### config.mk
export PLATFORM = sky130hd
export DESIGN_NAME = pipe_stage_reg
export DESIGN_NICKNAME = d
export VERILOG_FILES = /design/src/rtl/pipe_pkg.sv /design/src/rtl/pipe_stage_reg_sat_counter.sv /design/src/rtl/pipe_stage_reg.sv
export SDC_FILE = /design/constraint.sdc
export NUM_CORES = 1
export LEC_CHECK = 0
export BUFFER_PORTS_ARGS = -buffer_cell sky130_fd_sc_hd__clkbuf_2
export CAP_MARGIN = 20
export CORE_MARGIN = 2
export CORE_UTILIZATION = 30
export CTS_CLUSTER_DIAMETER = 50
export DETAILED_ROUTE_END_ITERATION = 7
export PLACE_DENSITY_LB_ADDON = 0.05
export SKIP_CTS_REPAIR_TIMING = 1
export SYNTH_ARGS = -nofsm -noshare
export SYNTH_HDL_FRONTEND = slang
export SYNTH_SLANG_ARGS = --single-unit
### constraint.sdc
create_clock -name clk -period 2 [get_ports clk]
set_input_delay 0.4 -clock clk [delete_from_list [all_inputs] [get_ports clk]]
set_output_delay 0.4 -clock clk [all_outputs]
set_load 0.01 [all_outputs]
### src/rtl/pipe_pkg.sv
// Shared types for the pipeline stage register: stage state encoding and stall counter width.
// Pure declarations; no timing or flow-control behaviour of its own.
package pipe_pkg;

  typedef enum logic [1:0] {
    PS_EMPTY = 2'd0,
    PS_ONE   = 2'd1,
    PS_TWO   = 2'd2
  } pipe_state_t;

  localparam int STALL_CNT_W = 32;

  // The state encoding doubles as the entry count; keep this mapping explicit anyway.
  function automatic logic [1:0] occ_of(input pipe_state_t s);
    logic [1:0] occ;
    case (s)
      PS_ONE:  occ = 2'd1;
      PS_TWO:  occ = 2'd2;
      default: occ = 2'd0;
    endcase
    return occ;
  endfunction

endpackage

### src/rtl/pipe_stage_reg_sat_counter.sv
// Saturating up-counter with synchronous clear (clear wins over increment).
// Count updates one cycle after inc/clr; no backpressure, sticks at all-ones.
module sat_counter #(
  parameter int WIDTH = 32
) (
  input  logic             clk,
  input  logic             rst_n,
  input  logic             inc,
  input  logic             clr,
  output logic [WIDTH-1:0] count
);

  logic [WIDTH-1:0] count_q;

  always_ff @(posedge clk or negedge rst_n) begin
    if (!rst_n) begin
      count_q <= '0;
    end else if (clr) begin
      count_q <= '0;
    end else if (inc && (count_q != '1)) begin
      count_q <= count_q + WIDTH'(1);
    end
  end

  assign count = count_q;

endmodule

### src/rtl/pipe_stage_reg.sv
// Valid/ready pipeline register with optional two-entry skid buffer, flush and stall counter.
// Latency 1 cycle when empty; SKID=1 gives a registered in_ready, SKID=0 a combinational one.
module pipe_stage_reg
  import pipe_pkg::*;
#(
  parameter int DATA_WIDTH = 64,
  parameter int CTRL_WIDTH = 8,
  parameter int SKID       = 1
) (
  input  logic                   clk,
  input  logic                   rst_n,
  input  logic                   in_valid,
  output logic                   in_ready,
  input  logic [CTRL_WIDTH-1:0]  in_ctrl,
  input  logic [DATA_WIDTH-1:0]  in_data,
  output logic                   out_valid,
  input  logic                   out_ready,
  output logic [CTRL_WIDTH-1:0]  out_ctrl,
  output logic [DATA_WIDTH-1:0]  out_data,
  input  logic                   flush,
  input  logic                   cnt_clr,
  output logic [1:0]             occupancy,
  output logic [STALL_CNT_W-1:0] stall_cnt
);

  pipe_state_t           state_q;
  pipe_state_t           state_d;
  logic [CTRL_WIDTH-1:0] main_ctrl_q;
  logic [DATA_WIDTH-1:0] main_data_q;
  logic                  head_vld;
  logic                  in_xfer;
  logic                  out_xfer;
  logic                  stall_inc;

  assign head_vld  = (state_q != PS_EMPTY);
  assign in_xfer   = in_valid && in_ready;
  assign out_xfer  = head_vld && out_ready;
  assign stall_inc = head_vld && !out_ready;

  always_ff @(posedge clk or negedge rst_n) begin
    if (!rst_n) begin
      state_q <= PS_EMPTY;
    end else begin
      state_q <= state_d;
    end
  end

  generate
    if (SKID != 0) begin : g_skid
      logic                  in_ready_q;
      logic [CTRL_WIDTH-1:0] skid_ctrl_q;
      logic [DATA_WIDTH-1:0] skid_data_q;

      always_comb begin
        state_d = state_q;
        if (flush) begin
          state_d = PS_EMPTY;
        end else begin
          case (state_q)
            PS_EMPTY: if (in_xfer) state_d = PS_ONE;
            PS_ONE: begin
              if (in_xfer && !out_xfer)      state_d = PS_TWO;
              else if (!in_xfer && out_xfer) state_d = PS_EMPTY;
            end
            PS_TWO:   if (out_xfer) state_d = PS_ONE;
            default:  state_d = PS_EMPTY;
          endcase
        end
      end

      // Ready is looked up from the next state so it never depends on out_ready in the same cycle.
      always_ff @(posedge clk or negedge rst_n) begin
        if (!rst_n) begin
          in_ready_q <= 1'b1;
        end else begin
          in_ready_q <= (state_d != PS_TWO);
        end
      end

      assign in_ready = in_ready_q;

      // Main register is always the head; skid only ever feeds main.
      always_ff @(posedge clk or negedge rst_n) begin
        if (!rst_n) begin
          main_ctrl_q <= '0;
          main_data_q <= '0;
          skid_ctrl_q <= '0;
          skid_data_q <= '0;
        end else if (!flush) begin
          case (state_q)
            PS_EMPTY: begin
              if (in_xfer) begin
                main_ctrl_q <= in_ctrl;
                main_data_q <= in_data;
              end
            end
            PS_ONE: begin
              if (in_xfer && out_xfer) begin
                main_ctrl_q <= in_ctrl;
                main_data_q <= in_data;
              end else if (in_xfer) begin
                skid_ctrl_q <= in_ctrl;
                skid_data_q <= in_data;
              end
            end
            PS_TWO: begin
              if (out_xfer) begin
                main_ctrl_q <= skid_ctrl_q;
                main_data_q <= skid_data_q;
              end
            end
            default: ;
          endcase
        end
      end
    end else begin : g_noskid
      assign in_ready = !head_vld || out_ready;

      always_comb begin
        state_d = state_q;
        if (flush) begin
          state_d = PS_EMPTY;
        end else begin
          case (state_q)
            PS_EMPTY: if (in_xfer) state_d = PS_ONE;
            PS_ONE:   if (out_xfer && !in_xfer) state_d = PS_EMPTY;
            default:  state_d = PS_EMPTY;
          endcase
        end
      end

      always_ff @(posedge clk or negedge rst_n) begin
        if (!rst_n) begin
          main_ctrl_q <= '0;
          main_data_q <= '0;
        end else if (!flush && in_xfer) begin
          main_ctrl_q <= in_ctrl;
          main_data_q <= in_data;
        end
      end
    end
  endgenerate

  // Payload holds its last value on bubbles; control bits must read as zero.
  always_comb begin
    out_valid = head_vld;
    out_ctrl  = head_vld ? main_ctrl_q : '0;
    out_data  = main_data_q;
    occupancy = occ_of(state_q);
  end

  sat_counter #(
    .WIDTH(STALL_CNT_W)
  ) u_stall_cnt (
    .clk  (clk),
    .rst_n(rst_n),
    .inc  (stall_inc),
    .clr  (cnt_clr),
    .count(stall_cnt)
  );

endmodule

[Word level (Yosys, flattened, before mapping)]
Cells that the tools add are included.
Word-level totals
  bits in registers: 179
  logic and storage cells: 51
Cells by class
  reduce and logical (&&, ||, !) cells: 16
  add/sub/neg operators: 1
  multiplexer cells: 18
  bitwise operators: 2
  equal/unequal tests: 7
Operators by type and width (number)
  $mux 64: 3
  $pmux 64 s3: 1
  $mux 32: 2
  $add 32x1->32 const B: 1
  $mux 8: 4
  $ne 32x32->1 const B: 1
  $pmux 8 s3: 1
  $mux 2: 5
  $ne 2x2->1 const B: 4
  $logic_and 1x1->1: 7
  $pmux 2 s3: 1
  $reduce_and 5->1: 1
  $pmux 2 s2: 1
  $reduce_and 4->1: 1
  $reduce_bool 2->1: 2
  $logic_not 1->1: 3
  $reduce_bool 3->1: 1
  $eq 2x1->1 const B: 1
  $eq 2x2->1 const B: 1
  $logic_not 2->1: 1
  $not 1->1: 2

[Depth between registers and ports, before layout]
  word-level depth: 8
  gate-level depth with buffers: 8
  mapped depth without buffers: 6

[Cells and area by module]
Synthesis repeated with hierarchy kept, for this count alone.
Unflattened totals
  cells, all modules: 692
  area total of the unflattened synthesis: 8388.0 um2
By module, submodules not included
  pipe_stage_reg: cells an instance 494, times used 1, area an instance 6533.8 um2
  sat_counter: cells an instance 198, times used 1, area an instance 1854.3 um2

[Worst setup path after synthesis]
OpenSTA, ideal clock, no wires.
  path type: register -> register
  from: register u_stall_cnt.count_q[0] (netlist: u_stall_cnt.count[0])
  to: register u_stall_cnt.count_q[11] (netlist: u_stall_cnt.count[11])
  stages on the path, launching flop included: 8
  library setup time: 0.125 ns
  required time: 1.875 ns
  setup slack: -0.067 ns
  path buffers: 1
  arrival: 1.943 ns
  path through: dfrtp_1 -> ha_1 -> and3_2 -> and2_1 -> and4_4 -> buf_6 -> nor4_1 -> mux2_2
On the way
  longest elaborated chain between the ends: 3
  elaborated cells on any way between the ends: 6
  classes of those cells: 1 x add/sub; 1 x eq/ne; 2 x mux; 2 x reduce/logical
RTL lines
  from (decl): line pipe_stage_reg_sat_counter.sv:13  | logic [WIDTH-1:0] count_q;
  from (signal assigned): line pipe_stage_reg_sat_counter.sv:21  | count_q <= count_q + WIDTH'(1);
  $add 32x1->32 / $ne 32x32->1 (equally long branches): line pipe_stage_reg_sat_counter.sv:21, pipe_stage_reg_sat_counter.sv:20
  $mux 32 / $logic_and 1x1->1 (equally long branches): line pipe_stage_reg_sat_counter.sv:20  | end else if (inc && (count_q != '1)) begin
  $mux 32 / $reduce_bool 2->1 (equally long branches)
Several ways; a longest one is shown, not always the timed one. The select of a mux whose other input is x is not followed.
A chain may end at the register's enable or synchronous reset.

[Final worst setup path]
  from: register u_stall_cnt.count_q[0] (netlist: u_stall_cnt.count[0])
  to: register u_stall_cnt.count_q[21] (netlist: u_stall_cnt.count[21])
The elaborated chain is that of the path after synthesis.

==> impl_metrics.json <==
{
  "worst_path_max_delay_cell": "or4_1",
  "core_um2": 26100,
  "ir_drop_uv": 425,
  "cts_tree": "built",
  "grt_max_degree": 73,
  "fin_cells": 1337,
  "synth_warnings": 0,
  "final_area_um2": 10300,
  "ctsRootBufferMaster": "clkbuf_16",
  "min-delay-start": "flush",
  "timing.rr.end": "u_stall_cnt.count[21]",
  "combPwrFrac_pct": 17.4,
  "max_freq_mhz": 516,
  "grt_pass1_wl_um": 35400,
  "num_rows": 59,
  "cp-end-kind": "flop",
  "arrival_ps": 2310,
  "routed_wl_um": 21900,
  "finalSetupTns_ps": 0,
  "gp_congestion": 0.743,
  "syn_area_um2": 7960,
  "final_nets": 1068,
  "ys.flop_type": "dfrtp_1",
  "grt_pass1_vias": 6291,
  "drive_gt1_share_pct": 37.4,
  "crit_type": "flop to flop",
  "skew_ps": 15.2,
  "critPathMaxStageDelay_ps": 460,
  "slew_headroom_pct": 63.3,
  "syn-num-nets": 858,
  "post_drt_wl_per_cell_um": 16.4,
  "rsz0062_at_grt": "true",
  "drc": 0,
  "fin_crit_ps": 1940,
  "max_slew.worst_pin.slew_ps": 545,
  "detailed_place_hpwl_um": 14900,
  "synth_edf_count": 0,
  "synthToLayoutAreaGrowth_pct": 29.5,
  "hold_viol": 0,
  "ys_types": 50,
  "antenna_cells": 0,
  "switchingPower_mw": 2.84,
  "layout_setup_ws_ps": 63.1,
  "vias": 6318,
  "initial_core_util_pct": 30.6,
  "r2r_cells": 7,
  "power.density_nw_per_um2": 943,
  "avgSynthCellArea_um2": 10.2,
  "dpl.cell_count": 1300,
  "cts_buffer_depth": 2,
  "cts.sinks": 179,
  "first_iter_violations": 323,
  "viasPerCell": 4.73,
  "crit_end": "u_stall_cnt.count[21]",
  "ios": 186,
  "outcome": "finished, final reports clean",
  "crit_required_ps": 2370,
  "dieArea_um2": 27900,
  "seq_area_frac_synth_pct": 56.3,
  "die_height_um": 167,
  "overflow": 0,
  "r2r_slack_ps": 60,
  "cp-start-kind": "flop",
  "numCtsBuffers": 17,
  "reg2reg_from": "u_stall_cnt.count[0]",
  "p_int_mw": 6.88,
  "ys_ff_latch": 179,
  "antenna_found_initial": 0,
  "leakagePower_nw": 4.79,
  "port-buffer-count": 185,
  "place_area_um2": 9650,
  "dp_slack_ps": 46.9,
  "h-tree-depth": 4,
  "pwr-share-clk_pct": 34.0,
  "clk_pin_slew_ps": 80,
  "worst-path-max-fanout": 8,
  "worstSkewPairLatency_ps": 430,
  "die_width_um": 167,
  "synthCells": 779,
  "setup_viol": 0,
  "drv_cap": 0,
  "switching_share_pct": 29.2,
  "crit_start": "u_stall_cnt.count[0]",
  "post-route-period-util_pct": 96.8,
  "hp-class": "primary input to flop",
  "power_frac_seq_pct": 48.7,
  "crit_chain": "ha_2 > and3_2 > and2_4 > and4_4 > buf_4 > or4_1 > nand2_1",
  "maxSlewViolCount": 0,
  "ant_nets": 0,
  "track_usage_pct": 16.0,
  "total_power_mw": 9.72,
  "nFillCells": 2661,
  "first_pass_iters": 4,
  "synth-async-reset-ratio_pct": 100
}
[placed cells by master, fill, tap and decap left out, types with 4 or more instances in the layout]
master,synthesis,final
a31oi_1,72,72
clkbuf_16,0,17
o21ai_0,13,13
inv_8,0,4
xnor2_1,4,4
nand2_1,168,168
or3_1,11,11
nand3_1,6,6
nor2b_1,14,14
nor2_1,97,96
clkbuf_2,1,184
inv_1,5,4
buf_4,0,38
nand4_1,14,14
dfrtp_1,178,175
mux2_2,77,77
buf_12,0,13
a21oi_1,20,18
inv_6,0,5
[flip-flops by register name (all words and copies together) (netlist names)]
register            cells
g_skid.skid_ctrl_q      8
out_data               64
state_q                 2
u_stall_cnt.count      32
g_skid.skid_data_q     64
main_ctrl_q             8
in_ready                1
[critical path, delay by kind of cell (launching register included)]
kind / cells / cell delay (ps)
flip-flops: 1 / 410
adder cells (fa/ha/maj): 1 / 180
AND/OR/NAND/NOR: 5 / 1120
buffers and inverters: 1 / 170
[stage by stage]
stage,hold WS (ps),util [%]
finish,191,39.6
global route,169,39.6
CTS,-61.4,39.2
detailed placement,417,37.0
global placement,415,37.0
floorplan,104,-
[power by group through the flow]
stage / Combinational [mW] / Sequential (mW) / Clock (mW)
6_report: 1.69 / 4.73 / 3.30
4_1_cts: 1.73 / 4.73 / 3.43
3_5_place_dp: 1.73 / 4.80 / 0
5_1_grt: 1.90 / 4.83 / 3.59
3_3_place_gp: 1.73 / 4.78 / 0
2_1_floorplan: 0.879 / 4.85 / 0
[layer usage]
metal,wire length (µm),global-route usage [%],vias to the layer above
li1,-,-,3141
met1,10400,21.8,3030
met2,9990,24.9,136
met3,1390,4.99,11
met4,188,3.64,0
met5,0,0,-
[final cells by class]
class,instances,area [µm²],share of cell area [%]
Clock buffer,18,429,4.16
Inverter,5,21.3,0.206
Multi-Input combinational cell,549,3330,32.3
Sequential cell,179,4480,43.5
Tap cell,335,419,4.07
Timing Repair Buffer,237,1490,14.5
Clock inverter,14,134,1.30
[cell usage after synthesis (3+ instances only)]
cell | count | share of area [%]
nor4_1 | 4 | 0.31
clkbuf_1 | 33 | 1.6
or4_1 | 3 | 0.28
xnor2_1 | 4 | 0.44
nand2_1 | 168 | 7.9
a21oi_1 | 20 | 1.3
inv_1 | 5 | 0.24
or3_1 | 11 | 0.86
nand3_1 | 6 | 0.38
dfrtp_1 | 178 | 56
nor2_1 | 97 | 4.6
buf_2 | 10 | 0.63
nor3_1 | 3 | 0.19
o21ai_0 | 13 | 0.82
a211oi_1 | 3 | 0.28
nand4_1 | 14 | 1.1
nor2b_1 | 14 | 1.1
a31oi_1 | 72 | 5.7
and4_1 | 3 | 0.33
xor2_1 | 3 | 0.33
mux2_2 | 77 | 11
[logic make-up after synthesis]
kind of cell    share of synthesized area (%)
simple gates                             19.6
xor+xnor                                0.770
fa+ha+maj                               0.157
mux                                      11.0
compound gates                           9.34
flops                                    56.3
buf+inv                                  2.89
[how the worst min path moves through the flow]
stage / to / slack, ps / cells past startpoint
3_3_place_gp: u_stall_cnt.count[20] / 420 / 1
4_1_cts: u_stall_cnt.count[20] / -60 / 1
2_1_floorplan: g_skid.skid_ctrl_q[0] / 100 / 0
6_report: state_q[0] / 190 / 2
3_5_place_dp: u_stall_cnt.count[20] / 420 / 1
5_1_grt: state_q[0] / 170 / 2
Note: power is estimated with default switching activity, not from simulation.
